**config.mk**
```make
export PLATFORM = sky130hd
export DESIGN_NAME = pipeline_ctrl_flat
export DESIGN_NICKNAME = d
export VERILOG_FILES = /design/src/rtl/pipeline_ctrl_if.sv /design/src/rtl/pipeline_ctrl.sv /design/src/flat_wrapper.sv
export SDC_FILE = /design/constraint.sdc
export NUM_CORES = 1
export LEC_CHECK = 0
export CORE_MARGIN = 5
export CORE_UTILIZATION = 39
export CTS_CLUSTER_DIAMETER = 60
export DETAILED_ROUTE_END_ITERATION = 7
export GPL_ROUTABILITY_DRIVEN = 0
export PLACE_DENSITY = 0.83
export RECOVER_POWER = 50
export SLEW_MARGIN = 20
export SYNTH_ARGS = -nofsm -noshare
export SYNTH_HDL_FRONTEND = slang
export SYNTH_SLANG_ARGS = --single-unit
export TNS_END_PERCENT = 30
```
**constraint.sdc**
```tcl
create_clock -name clk -period 5.57 [get_ports clk]
set_clock_uncertainty 0.2 [all_clocks]
set_input_delay 1.114 -clock clk [delete_from_list [all_inputs] [get_ports clk]]
set_output_delay 1.114 -clock clk [all_outputs]
set_load 0.005 [all_outputs]
```
**src/rtl/pipeline_ctrl_if.sv**
```systemverilog
// ID-stage hazard controller bundle: decoded instruction info in,
// stall/flush/redirect and exception status out.
interface pipeline_ctrl_if #(
    parameter int ADDR_W = 30,
    parameter int EXP_W  = 4
);
    logic              id_en;
    logic [ADDR_W-1:0] id_pc;
    logic [4:0]        id_rs0_addr;
    logic [4:0]        id_rs1_addr;
    logic              id_rs0_used;
    logic              id_rs1_used;
    logic [4:0]        id_dst_addr;
    logic              id_gpr_we_;
    logic              id_mem_load;
    logic              id_br_taken;
    logic [ADDR_W-1:0] id_br_addr;
    logic [EXP_W-1:0]  id_exp_code;
    logic              mem_busy;
    logic              if_stall;
    logic              id_stall;
    logic              if_flush;
    logic              id_flush;
    logic              pc_redirect;
    logic [ADDR_W-1:0] new_pc;
    logic              exp_active;
    logic [ADDR_W-1:0] epc;
    logic [EXP_W-1:0]  exp_cause;

    modport master (
        output id_en, id_pc, id_rs0_addr, id_rs1_addr,
        output id_rs0_used, id_rs1_used, id_dst_addr,
        output id_gpr_we_, id_mem_load, id_br_taken,
        output id_br_addr, id_exp_code, mem_busy,
        input  if_stall, id_stall, if_flush, id_flush,
        input  pc_redirect, new_pc, exp_active, epc, exp_cause
    );

    modport slave (
        input  id_en, id_pc, id_rs0_addr, id_rs1_addr,
        input  id_rs0_used, id_rs1_used, id_dst_addr,
        input  id_gpr_we_, id_mem_load, id_br_taken,
        input  id_br_addr, id_exp_code, mem_busy,
        output if_stall, id_stall, if_flush, id_flush,
        output pc_redirect, new_pc, exp_active, epc, exp_cause
    );
endinterface

```
**src/rtl/pipeline_ctrl.sv**
```systemverilog
// Hazard/sequencing controller: load-use bubbles, branch redirects,
// and the exception drain-then-trap sequence.
module pipeline_ctrl #(
    parameter int               ADDR_W       = 30,
    parameter int               EXP_W        = 4,
    parameter int               DRAIN_CYCLES = 3,
    parameter logic [ADDR_W-1:0] TRAP_VEC    = '0,
    parameter logic [EXP_W-1:0]  NO_EXP      = '0
) (
    input  logic            clk,
    input  logic            rst,
    pipeline_ctrl_if.slave  bus
);
    typedef enum logic [1:0] {RUN, DRAIN, TRAP} state_t;

    state_t            r_state;
    logic [3:0]        r_cnt;
    logic              r_ld_valid;
    logic [4:0]        r_ld_dst;
    logic [ADDR_W-1:0] r_epc;
    logic [EXP_W-1:0]  r_cause;

    state_t            w_state_nx;
    logic [3:0]        w_cnt_nx;
    logic              w_ld_valid_nx;
    logic [4:0]        w_ld_dst_nx;
    logic              w_cap;
    logic              w_exc;
    logic              w_lu;
    logic              w_rs0_hit;
    logic              w_rs1_hit;

    assign w_exc = bus.id_en && (bus.id_exp_code != NO_EXP);
    assign w_rs0_hit = bus.id_rs0_used && (bus.id_rs0_addr == r_ld_dst);
    assign w_rs1_hit = bus.id_rs1_used && (bus.id_rs1_addr == r_ld_dst);
    assign w_lu = r_ld_valid && bus.id_en && (w_rs0_hit || w_rs1_hit);

    always_comb begin
        w_state_nx      = r_state;
        w_cnt_nx        = r_cnt;
        w_ld_valid_nx   = r_ld_valid;
        w_ld_dst_nx     = r_ld_dst;
        w_cap           = 1'b0;
        bus.if_stall    = 1'b0;
        bus.id_stall    = 1'b0;
        bus.if_flush    = 1'b0;
        bus.id_flush    = 1'b0;
        bus.pc_redirect = 1'b0;
        bus.new_pc      = '0;
        bus.exp_active  = 1'b0;
        unique case (r_state)
            RUN: begin
                if (bus.mem_busy) begin
                    bus.if_stall = 1'b1;
                    bus.id_stall = 1'b1;
                end else if (w_lu) begin
                    bus.if_stall  = 1'b1;
                    bus.id_stall  = 1'b1;
                    bus.id_flush  = 1'b1;
                    w_ld_valid_nx = 1'b0;
                end else if (w_exc) begin
                    bus.if_stall  = 1'b1;
                    bus.id_stall  = 1'b1;
                    bus.id_flush  = 1'b1;
                    w_ld_valid_nx = 1'b0;
                    w_cap         = 1'b1;
                    w_cnt_nx      = 4'(DRAIN_CYCLES - 1);
                    w_state_nx    = DRAIN;
                end else begin
                    if (bus.id_en && bus.id_br_taken) begin
                        bus.pc_redirect = 1'b1;
                        bus.new_pc      = bus.id_br_addr;
                        bus.if_flush    = 1'b1;
                    end
                    w_ld_valid_nx = bus.id_en && bus.id_mem_load &&
                                    !bus.id_gpr_we_ &&
                                    (bus.id_dst_addr != 5'd0);
                    w_ld_dst_nx   = bus.id_dst_addr;
                end
            end
            DRAIN: begin
                bus.exp_active = 1'b1;
                bus.if_stall   = 1'b1;
                bus.id_stall   = 1'b1;
                bus.id_flush   = 1'b1;
                w_ld_valid_nx  = 1'b0;
                if (!bus.mem_busy) begin
                    if (r_cnt == 4'd0) w_state_nx = TRAP;
                    else               w_cnt_nx   = r_cnt - 4'd1;
                end
            end
            TRAP: begin
                bus.exp_active  = 1'b1;
                bus.pc_redirect = 1'b1;
                bus.new_pc      = TRAP_VEC;
                bus.if_flush    = 1'b1;
                bus.id_flush    = 1'b1;
                w_ld_valid_nx   = 1'b0;
                w_state_nx      = RUN;
            end
            default: w_state_nx = RUN;
        endcase
    end

    always_ff @(posedge clk or posedge rst) begin
        if (rst) begin
            r_state    <= RUN;
            r_cnt      <= 4'd0;
            r_ld_valid <= 1'b0;
            r_ld_dst   <= 5'd0;
            r_epc      <= '0;
            r_cause    <= NO_EXP;
        end else begin
            r_state    <= w_state_nx;
            r_cnt      <= w_cnt_nx;
            r_ld_valid <= w_ld_valid_nx;
            r_ld_dst   <= w_ld_dst_nx;
            if (w_cap) begin
                r_epc   <= bus.id_pc;
                r_cause <= bus.id_exp_code;
            end
        end
    end

    assign bus.epc       = r_epc;
    assign bus.exp_cause = r_cause;
endmodule

```
**src/flat_wrapper.sv**
```systemverilog
// flat-port wrapper written by rule: the top's interface ports become plain ports
module pipeline_ctrl_flat 
#(
    parameter int               ADDR_W       = 30,
    parameter int               EXP_W        = 4,
    parameter int               DRAIN_CYCLES = 3,
    parameter logic [ADDR_W-1:0] TRAP_VEC    = '0,
    parameter logic [EXP_W-1:0]  NO_EXP      = '0
)
  (clk, rst, bus_id_en, bus_id_pc, bus_id_rs0_addr, bus_id_rs1_addr, bus_id_rs0_used, bus_id_rs1_used, bus_id_dst_addr, bus_id_gpr_we_, bus_id_mem_load, bus_id_br_taken, bus_id_br_addr, bus_id_exp_code, bus_mem_busy, bus_if_stall, bus_id_stall, bus_if_flush, bus_id_flush, bus_pc_redirect, bus_new_pc, bus_exp_active, bus_epc, bus_exp_cause);
  pipeline_ctrl_if #(.ADDR_W(ADDR_W), .EXP_W(EXP_W)) bus_i ();
  input  logic clk;
  input  logic rst;
  input wire logic [$bits(bus_i.id_en)-1:0] bus_id_en;
  input wire logic [$bits(bus_i.id_pc)-1:0] bus_id_pc;
  input wire logic [$bits(bus_i.id_rs0_addr)-1:0] bus_id_rs0_addr;
  input wire logic [$bits(bus_i.id_rs1_addr)-1:0] bus_id_rs1_addr;
  input wire logic [$bits(bus_i.id_rs0_used)-1:0] bus_id_rs0_used;
  input wire logic [$bits(bus_i.id_rs1_used)-1:0] bus_id_rs1_used;
  input wire logic [$bits(bus_i.id_dst_addr)-1:0] bus_id_dst_addr;
  input wire logic [$bits(bus_i.id_gpr_we_)-1:0] bus_id_gpr_we_;
  input wire logic [$bits(bus_i.id_mem_load)-1:0] bus_id_mem_load;
  input wire logic [$bits(bus_i.id_br_taken)-1:0] bus_id_br_taken;
  input wire logic [$bits(bus_i.id_br_addr)-1:0] bus_id_br_addr;
  input wire logic [$bits(bus_i.id_exp_code)-1:0] bus_id_exp_code;
  input wire logic [$bits(bus_i.mem_busy)-1:0] bus_mem_busy;
  output wire logic [$bits(bus_i.if_stall)-1:0] bus_if_stall;
  output wire logic [$bits(bus_i.id_stall)-1:0] bus_id_stall;
  output wire logic [$bits(bus_i.if_flush)-1:0] bus_if_flush;
  output wire logic [$bits(bus_i.id_flush)-1:0] bus_id_flush;
  output wire logic [$bits(bus_i.pc_redirect)-1:0] bus_pc_redirect;
  output wire logic [$bits(bus_i.new_pc)-1:0] bus_new_pc;
  output wire logic [$bits(bus_i.exp_active)-1:0] bus_exp_active;
  output wire logic [$bits(bus_i.epc)-1:0] bus_epc;
  output wire logic [$bits(bus_i.exp_cause)-1:0] bus_exp_cause;
  assign bus_i.id_en = bus_id_en;
  assign bus_i.id_pc = bus_id_pc;
  assign bus_i.id_rs0_addr = bus_id_rs0_addr;
  assign bus_i.id_rs1_addr = bus_id_rs1_addr;
  assign bus_i.id_rs0_used = bus_id_rs0_used;
  assign bus_i.id_rs1_used = bus_id_rs1_used;
  assign bus_i.id_dst_addr = bus_id_dst_addr;
  assign bus_i.id_gpr_we_ = bus_id_gpr_we_;
  assign bus_i.id_mem_load = bus_id_mem_load;
  assign bus_i.id_br_taken = bus_id_br_taken;
  assign bus_i.id_br_addr = bus_id_br_addr;
  assign bus_i.id_exp_code = bus_id_exp_code;
  assign bus_i.mem_busy = bus_mem_busy;
  assign bus_if_stall = bus_i.if_stall;
  assign bus_id_stall = bus_i.id_stall;
  assign bus_if_flush = bus_i.if_flush;
  assign bus_id_flush = bus_i.id_flush;
  assign bus_pc_redirect = bus_i.pc_redirect;
  assign bus_new_pc = bus_i.new_pc;
  assign bus_exp_active = bus_i.exp_active;
  assign bus_epc = bus_i.epc;
  assign bus_exp_cause = bus_i.exp_cause;
  pipeline_ctrl #(.ADDR_W(ADDR_W), .EXP_W(EXP_W), .DRAIN_CYCLES(DRAIN_CYCLES), .TRAP_VEC(TRAP_VEC), .NO_EXP(NO_EXP)) u_core (.clk(clk), .rst(rst), .bus(bus_i));
endmodule
```
==> impl_metrics.env <==
export IMPL_status="finished with violations"
export IMPL_violations="max-capacitance violations, max-slew violations"
export IMPL_vias_per_cell=4.96
export IMPL_route_met3_wl_um=930
export IMPL_synthMuxAreaShare_pct=19.6
export IMPL_synth_adder_area_share_pct=3.07
export IMPL_drv_cap=1
export IMPL_nFillCells=449
export IMPL_p_switching_mw=0.494
export IMPL_yosysSeqAreaShare_pct=47.0
export IMPL_ys_flop_type="dfrtp_1"
export IMPL_layout_commonest_cell="clkdlybuf4s50_1"
export IMPL_synth_edff_count=0
export IMPL_yosysTopAreaCell="dfrtp_1"
export IMPL_switching_share_pct=31.2
export IMPL_initial_core_util_pct=40.6
export IMPL_num_rows=28
export IMPL_cts_sinks=46
export IMPL_wire_per_inst_um=16.9
export IMPL_ant_nets=0
export IMPL_area_growth_pct=69.1
export IMPL_critPathBufInv=3
export IMPL_wl_met2_um=3660
export IMPL_setup_viol=0
export IMPL_drt_total_wl_um=7290
export IMPL_finalHoldViolations=0
export IMPL_die_area_um2=7960
export IMPL_port_buffers=157
export IMPL_arrival_ns=3.46
export IMPL_synth_area_um2=2450
export IMPL_worstPathRequired_ns=4.26
export IMPL_io_pins=158
export IMPL_relSlewSlack_pct=-12.3
export IMPL_yosys_area_share_simple_pct=15.4
export IMPL_synth_top_area_share_pct=47.0
export IMPL_cts_resized=0
export IMPL_max_vdd_ir_drop_mv=0.297
export IMPL_regArea_um2=1150
export IMPL_hold_ws_ns=0.298
export IMPL_crit_fanout=31
export IMPL_end_kind="output port"
export IMPL_nNetsFinal=450
export IMPL_utilization_pct=68.7
export IMPL_grt_pass1_wl_um=10800
export IMPL_clock_fmax_ghz=0.210
export IMPL_grt_use_total_pct=17.9
export IMPL_start_kind="primary input"
export IMPL_grt_max_degree=47
export IMPL_slowest_stage="dlygate4sd3_1"
export IMPL_hold_buffers=0
export IMPL_syn_instance_count=202
export IMPL_drc=0
export IMPL_tritoncts="yes"
export IMPL_layout_common_cells="121 x clkdlybuf4s50_1, 46 x dfrtp_1, 36 x dlygate4sd3_1"
export IMPL_cpPeakStageDelay_ns=0.60
export IMPL_cts_max_level=2
export IMPL_finalPower_mw=1.58
export IMPL_synth_top_family_by_area="multiplexers"
export IMPL_synthArstFlopShare_pct=100
export IMPL_ys_warnings_count=0
export IMPL_cpLargestDelayFamily="buffers and inverters"
export IMPL_clock_root_buffer="clkbuf_8"
export IMPL_top_layer_used="met4"
export IMPL_intPower_mw=1.09
export IMPL_clk_latency_ns=0.30
export IMPL_post_cts_setup_buffers=0
export IMPL_drtIter0Drc=158
export IMPL_final_max_slew_viol_count=47
export IMPL_multi_input_area_um2=1200
export IMPL_p_clk_share_pct=12.8
export IMPL_routed_via_count=2144
export IMPL_combPwrFrac_pct=49.5
export IMPL_core_area_um2=6030
export IMPL_dp_hpwl_um=5840
export IMPL_die_width_um=89.2
export IMPL_drt_pass1_iter_count=4
export IMPL_synth_compound_area_share_pct=7.20
export IMPL_criticalPathCategory="in -> out"
export IMPL_antenna_found_initial=0
export IMPL_synthTopCellsByArea="dfrtp_1 47%, mux2_2 16%, and2_1 7.7%"
export IMPL_avgSynthCellArea_um2=12.1
export IMPL_worst_slew_pin_slew_ns=1.68
export IMPL_cts_path_max_buffers=2
export IMPL_drive_gt1_share_pct=15.7
export IMPL_layout_setup_ws_ns=0.797
export IMPL_wl_met1_um=2630
export IMPL_fin_crit_ns=4.77
export IMPL_p_leak_nw=1.69
export IMPL_die_h_um=89.2
export IMPL_n_antenna_cell=0
export IMPL_path_clk_slew_ns=0.08
export IMPL_hold_class="reg -> reg"
export IMPL_syn_num_nets=296
export IMPL_grt_overflow=0
export IMPL_finalSetupTns_ns=0
export IMPL_synth_xor_area_share_pct=3.58
export IMPL_rsz0062_at_grt="no"
export IMPL_pwr_share_seq_pct=37.7
export IMPL_grt_pass1_vias=2145
export IMPL_p_per_area_nw_per_um2=382
export IMPL_period_share_pct=85.7
export IMPL_synth_seq_cells=46
export IMPL_path_cells="dlygate4sd3_1, o41a_1, nor4_2, buf_4, and2_1, clkdlybuf4s50_1"
export IMPL_synth_cell_types=42
export IMPL_numCtsBuffers=5
export IMPL_detailedPlace_worstSlack_ns=0.836
[cell type report]
cell class / count / share of cell area, %
clock buffers: 6 / 1.75
clock inverters: 2 / 0.332
inverters: 7 / 0.635
multi-input cells: 137 / 28.9
flip-flops and latches: 46 / 27.8
well taps: 75 / 2.27
repair buffers: 159 / 38.3
[power by group through the flow]
stage | registers [mW] | logic, mW | clock network (mW)
after floorplan | 0.605 | 0.385 | 0
after global placement | 0.599 | 0.823 | 0
after detailed placement | 0.610 | 0.839 | 0
after CTS | 0.605 | 0.847 | 0.208
after global routing | 0.620 | 0.856 | 0.225
final | 0.597 | 0.784 | 0.202
[Yosys cell counts, types with 2 or more instances]
master    instances
buf_4             5
nor3_1            3
or2_2             3
or4_1             2
o211ai_1          4
and2_1           30
a21oi_1           2
clkbuf_1          3
nand4_1           4
mux2_2           34
dfrtp_1          46
nor2_1            2
ha_1              6
nand3b_1          4
xnor2_1          10
inv_1             7
mux2_4            5
nand2_1           6
buf_2             3
[cells by family (layout without fill, tap and decap cells)]
logic type	count (synthesis)	count (layout)
AOI/OAI and AO/OA	20	20
xor gates and xnor gates	10	10
adders and majority gates	6	6
buffers and inverters	19	174
DFF	46	46
muxes	41	41
and+or+nand+nor	60	60
[metrics by stage]
step	instances	instance area (µm²)
floorplan	202	2450
global placement	424	4050
detailed placement	424	4050
CTS	432	4140
global route	432	4140
finish	432	4140
[flip-flops by register name (all words and copies together), names as in the netlist]
signal / count
u_core.bus.exp_cause: 4
u_core.bus.epc: 30
u_core.r_ld_dst: 5
u_core.r_cnt: 4
u_core.r_state: 2
u_core.r_ld_valid: 1
[per-layer routing]
metal	up-vias	GRT usage (%)
li1	1012	-
met1	1009	20.3
met2	116	31.5
met3	7	7.19
met4	0	3.92
met5	-	0
[worst register-to-register path, stage by stage (launching register included)]
cell and delay [ns]:
dfrtp_1 0.44, inv_1 0.11, ha_1 0.35, nor2_1 0.07
a311o_1 0.33, or2_2 0.32, o21ai_2 0.20, mux2_2 0.35
[worst paths after layout]
path	from	endpoint	slack, ns	cells after the start
setup / recovery	bus_id_exp_code[3]	bus_new_pc[28]	0.80	6
hold / removal	u_core.bus.epc[1]	u_core.bus.epc[1]	0.30	1
setup reg to reg	u_core.r_state[1]	u_core.r_cnt[1]	3.09	7
hold reg to reg	u_core.bus.epc[1]	u_core.bus.epc[1]	0.30	1
max in group asynchronous	rst	u_core.bus.exp_cause[1]	2.61	2
min in group asynchronous	rst	u_core.bus.epc[21]	1.57	2
Note: power is estimated with default switching activity, not from simulation.
